## src/rtl/vga_sync_decoder.sv

```systemverilog
// rtl/vga_sync_decoder.sv - VGA stream decoder with lock FSM; VGA_SYNC_DECODER_STATS_EN adds timing stats
module vga_sync_decoder #(
  parameter int H_ACTIVE = 640,
  parameter int V_ACTIVE = 480
) (
  input  logic        clk,
  input  logic        reset,
  input  logic        vga_clk,
  input  logic        vga_hs,
  input  logic        vga_vs,
  input  logic        vga_blank_n,
  input  logic [23:0] vga_rgb,
  output logic        px_valid,
  output logic [9:0]  px_x,
  output logic [8:0]  px_y,
  output logic [23:0] px_rgb,
  output logic        frame_start,
  output logic        locked,
  output logic        hlen_err,
  output logic        vlen_err
`ifdef VGA_SYNC_DECODER_STATS_EN
  ,
  output logic [10:0] line_period,
  output logic [9:0]  field_lines,
  output logic [7:0]  err_count
`endif
);

  localparam logic [9:0] H_LEN = 10'(H_ACTIVE);
  localparam logic [8:0] V_LEN = 9'(V_ACTIVE);

  typedef enum logic [1:0] {SEARCH, ALIGN, LOCKED} state_t;
  state_t state, state_nxt;

  logic        q1_clk, q1_hs, q1_vs, q1_blank_n;
  logic [23:0] q1_rgb;
  logic        q2_clk, q2_hs, q2_vs;
  logic [9:0]  col;
  logic [8:0]  row;
  logic        in_line;
  logic        field_bad;

  logic strobe, hs_ev, vs_ev, act_stb, eol, capture, hlen_det, vlen_det;

  assign strobe   = q1_clk & ~q2_clk;
  assign hs_ev    = ~q1_hs & q2_hs;
  assign vs_ev    = ~q1_vs & q2_vs;
  assign act_stb  = strobe & q1_blank_n;
  // end of line is the first blanked strobe after an active one
  assign eol      = strobe & ~q1_blank_n & in_line;
  assign capture  = act_stb & (state != SEARCH);
  assign hlen_det = eol & (state != SEARCH) & (col != H_LEN);
  assign vlen_det = vs_ev & (state != SEARCH) & (row != V_LEN);
  assign locked   = (state == LOCKED);

  always_comb begin
    state_nxt = state;
    case (state)
      SEARCH: if (vs_ev) state_nxt = ALIGN;
      ALIGN:  if (vs_ev && !field_bad && !hlen_det && !vlen_det) state_nxt = LOCKED;
      LOCKED: if (hlen_det || vlen_det) state_nxt = ALIGN;
      default: state_nxt = SEARCH;
    endcase
  end

  always_ff @(posedge clk or posedge reset) begin
    if (reset) begin
      state       <= SEARCH;
      q1_clk      <= 1'b0;
      q1_hs       <= 1'b0;
      q1_vs       <= 1'b0;
      q1_blank_n  <= 1'b0;
      q1_rgb      <= '0;
      q2_clk      <= 1'b0;
      q2_hs       <= 1'b0;
      q2_vs       <= 1'b0;
      col         <= '0;
      row         <= '0;
      in_line     <= 1'b0;
      field_bad   <= 1'b0;
      px_valid    <= 1'b0;
      px_x        <= '0;
      px_y        <= '0;
      px_rgb      <= '0;
      frame_start <= 1'b0;
      hlen_err    <= 1'b0;
      vlen_err    <= 1'b0;
    end else begin
      state      <= state_nxt;
      q1_clk     <= vga_clk;
      q1_hs      <= vga_hs;
      q1_vs      <= vga_vs;
      q1_blank_n <= vga_blank_n;
      q1_rgb     <= vga_rgb;
      q2_clk     <= q1_clk;
      q2_hs      <= q1_hs;
      q2_vs      <= q1_vs;

      // counters saturate so an overlong line/field reports instead of aliasing
      if (hs_ev)
        col <= '0;
      else if (act_stb && col != '1)
        col <= col + 10'd1;

      if (vs_ev)
        row <= '0;
      else if (eol && row != '1)
        row <= row + 9'd1;

      if (strobe)
        in_line <= q1_blank_n;

      if (vs_ev)
        field_bad <= 1'b0;
      else if (hlen_det)
        field_bad <= 1'b1;

      px_valid    <= capture;
      frame_start <= capture && (state == LOCKED) && (col == '0) && (row == '0);
      hlen_err    <= hlen_det;
      vlen_err    <= vlen_det;
      if (capture) begin
        px_x   <= col;
        px_y   <= row;
        px_rgb <= q1_rgb;
      end
    end
  end

`ifdef VGA_SYNC_DECODER_STATS_EN
  logic [10:0] hs_gap;
  logic [9:0]  hs_count;
  logic [8:0]  err_sum;

  assign err_sum = {1'b0, err_count} + {8'd0, hlen_err} + {8'd0, vlen_err};

  always_ff @(posedge clk or posedge reset) begin
    if (reset) begin
      hs_gap      <= '0;
      hs_count    <= '0;
      line_period <= '0;
      field_lines <= '0;
      err_count   <= '0;
    end else begin
      // hs_gap holds cycles since the last HS minus one
      if (hs_ev) begin
        line_period <= (hs_gap == '1) ? hs_gap : hs_gap + 11'd1;
        hs_gap      <= '0;
      end else if (hs_gap != '1) begin
        hs_gap <= hs_gap + 11'd1;
      end

      if (vs_ev) begin
        field_lines <= hs_count;
        hs_count    <= {9'd0, hs_ev};
      end else if (hs_ev && hs_count != '1) begin
        hs_count <= hs_count + 10'd1;
      end

      err_count <= err_sum[8] ? 8'hff : err_sum[7:0];
    end
  end
`endif

endmodule

```

## config.mk

```make
export PLATFORM = sky130hd
export DESIGN_NAME = vga_sync_decoder
export DESIGN_NICKNAME = d
export VERILOG_FILES = /design/src/rtl/vga_sync_decoder.sv
export SDC_FILE = /design/constraint.sdc
export NUM_CORES = 1
export LEC_CHECK = 0
export CORE_MARGIN = 5
export CORE_UTILIZATION = 35
export CTS_CLUSTER_SIZE = 40
export DETAILED_ROUTE_END_ITERATION = 16
export GPL_TIMING_DRIVEN = 0
export SKIP_LAST_GASP = 1
export SLEW_MARGIN = 10
export SYNTH_ARGS = -nofsm -noshare
export SYNTH_HDL_FRONTEND = slang
export SYNTH_SLANG_ARGS = --single-unit
```

## constraint.sdc

```tcl
create_clock -name clk -period 3 [get_ports clk]
set_input_delay 0.45 -clock clk [delete_from_list [all_inputs] [get_ports clk]]
set_output_delay 0.45 -clock clk [all_outputs]
set_load 0.01 [all_outputs]
```

==> metrics.md <==
| Metric | Value |
|---|---|
| Post-route ant nets | `0` |
| Net count after synthesis | `318` |
| Worst skew pair latency | `0.36 ns` |
| Die area | `13300 µm²` |
| DR iter-0 viols | `122` |
| Ranking of synthesized cells by area | `dfrtp_1, mux2_2, nor2_1` |
| Root Buffer | `clkbuf_8` |
| Vias per inst | `4.80` |
| Synth Instances | `283` |
| IO Pins | `78` |
| Total Routed Length | `7690 µm` |
| Pin count of the biggest net entering global routing | `40` |
| Worst Setup Start Kind | `flip-flop` |
| Final nets | `408` |
| Post-synthesis async set-or-reset flop share | `1.00` |
| Number of flops mapped to enable cells by yosys | `0` |
| Starting density of the core | `0.357` |
| WL per Instance | `14.8 µm` |
| Number of iterations in the first detailed-routing pass | `4` |
| P per Cell Area | `544 nW/µm²` |
| Global-route wire length before repair | `12500 µm` |
| Pleak | `0.00216 µW` |
| GP Congestion | `0.881` |
| Antenna cells | `0` |
| Top post-synthesis cells by count | `dfrtp_1, mux2_2, nor2_1` |
| Area growth syn-to-layout | `30.4%` |
| Vias post-DR | `2486` |
| Worst ir drop on vdd | `0.229 mV` |
| Mapped Area | `3890 µm²` |
| Slew @ Worst Pin | `0.673 ns` |
| Dominant synthesized flop cell | `dfrtp_1` |
| Hold Path Depth | `0` |
| Worst Reg2Reg Path Length in Cells | `8` |
| Synth Register Bits | `101` |
| Initial antenna violation count | `0` |
| Post_cts resized | `0` |
| Part of the Yosys area used for sequential elements | `0.650` |
| Vias in the first global route | `2521` |
| Worst hold path class | `flip-flop to flip-flop` |
| Tmin final | `2.07 ns` |
| WP data arrival | `1.62 ns` |
| Max FO, Critical Path | `6` |
| Worst Path Class, Setup | `flip-flop to output port` |
| Fill count | `1000` |
| Cell taking the most area after synthesis | `dfrtp_1` |
| Post-CTS Setup Inserts | `0` |
| Die W | `115 µm` |
| Status | `complete, no violations` |
| Worst-path clk slew | `0.09 ns` |
| Req. time, crit path | `2.55 ns` |
| Post-Syn Area per Cell | `13.7 µm²` |
| Post-DP Area | `4880 µm²` |
| Most frequent cell after synthesis | `dfrtp_1` |
| CTS tree | `done` |
| Die Y | `115 µm` |
| Row count | `38` |
| Final instance area | `5070 µm²` |
| DPL Wire Length | `5530 µm` |
| Period utilization | `0.690` |
| Final count of pins violating max slew | `0` |
| Synth cell types | `48` |
| Grt ovf | `0` |
| H-Tree Depth | `3` |
| Final setup violation count | `0` |
| Max-cap violations | `0` |
| Clock skew | `0.00826 ns` |
| Final hold vios | `0` |
| Crit end category | `output port` |
| Rel. slew slack | `0.550` |
| Hold Buf Count CTS | `0` |
| Clock sink total | `101` |
| Drt drc | `0` |
| Yosys warns | `0` |
| Clock tree buffer depth | `2` |
| RSZ-0062 raised after global routing | `false` |
| Fraction of layout cells with a size suffix above 1 | `0.196` |
| Top cell type's share of synthesized area | `0.650` |
| Core Area | `10900 µm²` |
| Port Buf Inserts | `77` |
| Setup tns final | `0 ns` |
| Cts bufs inserted | `9` |
| GRT Total Usage | `0.120` |
| Fmax | `483 MHz` |
| Final Util | `0.466` |
state kept, by name, indices dropped and copies added, names as in the netlist, 2 cells and up:
name and flops:
px_x 10, row 9, state 2, px_y 9, col 10, px_rgb 24
q1_rgb 24
layer usage:
metal  track usage  wire length, µm  vias to the layer above
met4        0.0501              137                        0
li1              -                -                     1170
met2         0.180             3630                       70
met5             0                0                        -
met1         0.166             3550                     1232
met3        0.0298              367                       14
placed cells by master (no fill, tap or decap), drive strengths merged, types with 2 or more instances in the layout:
cell type / n
nor4: 3
nand2: 15
a41o: 2
a2111oi: 2
a21oi: 6
nand2b: 2
clkinvlp: 4
and3: 3
nand3b: 2
a211oi: 3
nand3: 8
inv: 7
clkdlybuf4s50: 77
a31oi: 3
clkbuf: 16
mux2: 43
dfrtp: 101
buf: 8
nor2: 20
ha: 5
nor3: 5
o21ai: 5
xnor2: 8
nor2b: 3
nor4b: 4
nand4: 5
cell type report:
type | count | area (µm²) | share of cell area
well taps | 140 | 175 | 0.0345
clock buffers | 11 | 131 | 0.0259
multi-input cells | 163 | 1270 | 0.251
plain buffers | 11 | 61.3 | 0.0121
clock inverters | 5 | 61.3 | 0.0121
flip-flops and latches | 101 | 2530 | 0.498
inverters | 8 | 33.8 | 0.00666
repair buffers | 79 | 811 | 0.160
worst paths after layout:
path	slack, ns	to	from
max	0.93	locked	state[1]
min	0.40	q2_hs	q1_hs
max reg2reg	1.00	row[6]	row[0]
min reg2reg	0.40	q2_hs	q1_hs
max in group asynchronous	1.61	px_y[6]	reset
min in group asynchronous	0.54	col[9]	reset
cells by family after synthesis:
family / after synthesis / synth area share
flip-flops: 101 / 0.650
adder cells (fa/ha/maj): 5 / 0.0161
multiplexers: 43 / 0.124
XOR/XNOR: 9 / 0.0203
buffers and inverters: 19 / 0.0235
AND/OR/NAND/NOR: 79 / 0.117
AO/OA/AOI/OAI: 27 / 0.0489
where the power goes:
part,leakage [µW],internal (µW),switching [µW],total (µW)
clock,0.0000858,388,453,841
sequential,0.00128,1470,52.6,1520
combinational,0.000797,247,156,403
total,0.00216,2100,662,2760
per-stage QoR:
| stage | total power, µW | hold WS [ns] | std cells | setup slack, ns |
|---|---|---|---|---|
| floorplan | 1720 | 0.366 | 283 | 1.24 |
| global placement | 1940 | 0.381 | 500 | 0.334 |
| detailed placement | 1960 | 0.377 | 502 | 1.02 |
| CTS | 2820 | 0.407 | 518 | 0.880 |
| global route | 2900 | 0.418 | 518 | 0.794 |
| finish | 2760 | 0.400 | 518 | 0.929 |
critical path, stage by stage (launching register included):
cell             delay [ns]
dfrtp_1                0.43
nor2b_1                0.25
clkdlybuf4s50_1        0.59
Note: power is estimated with default switching activity, not from simulation.
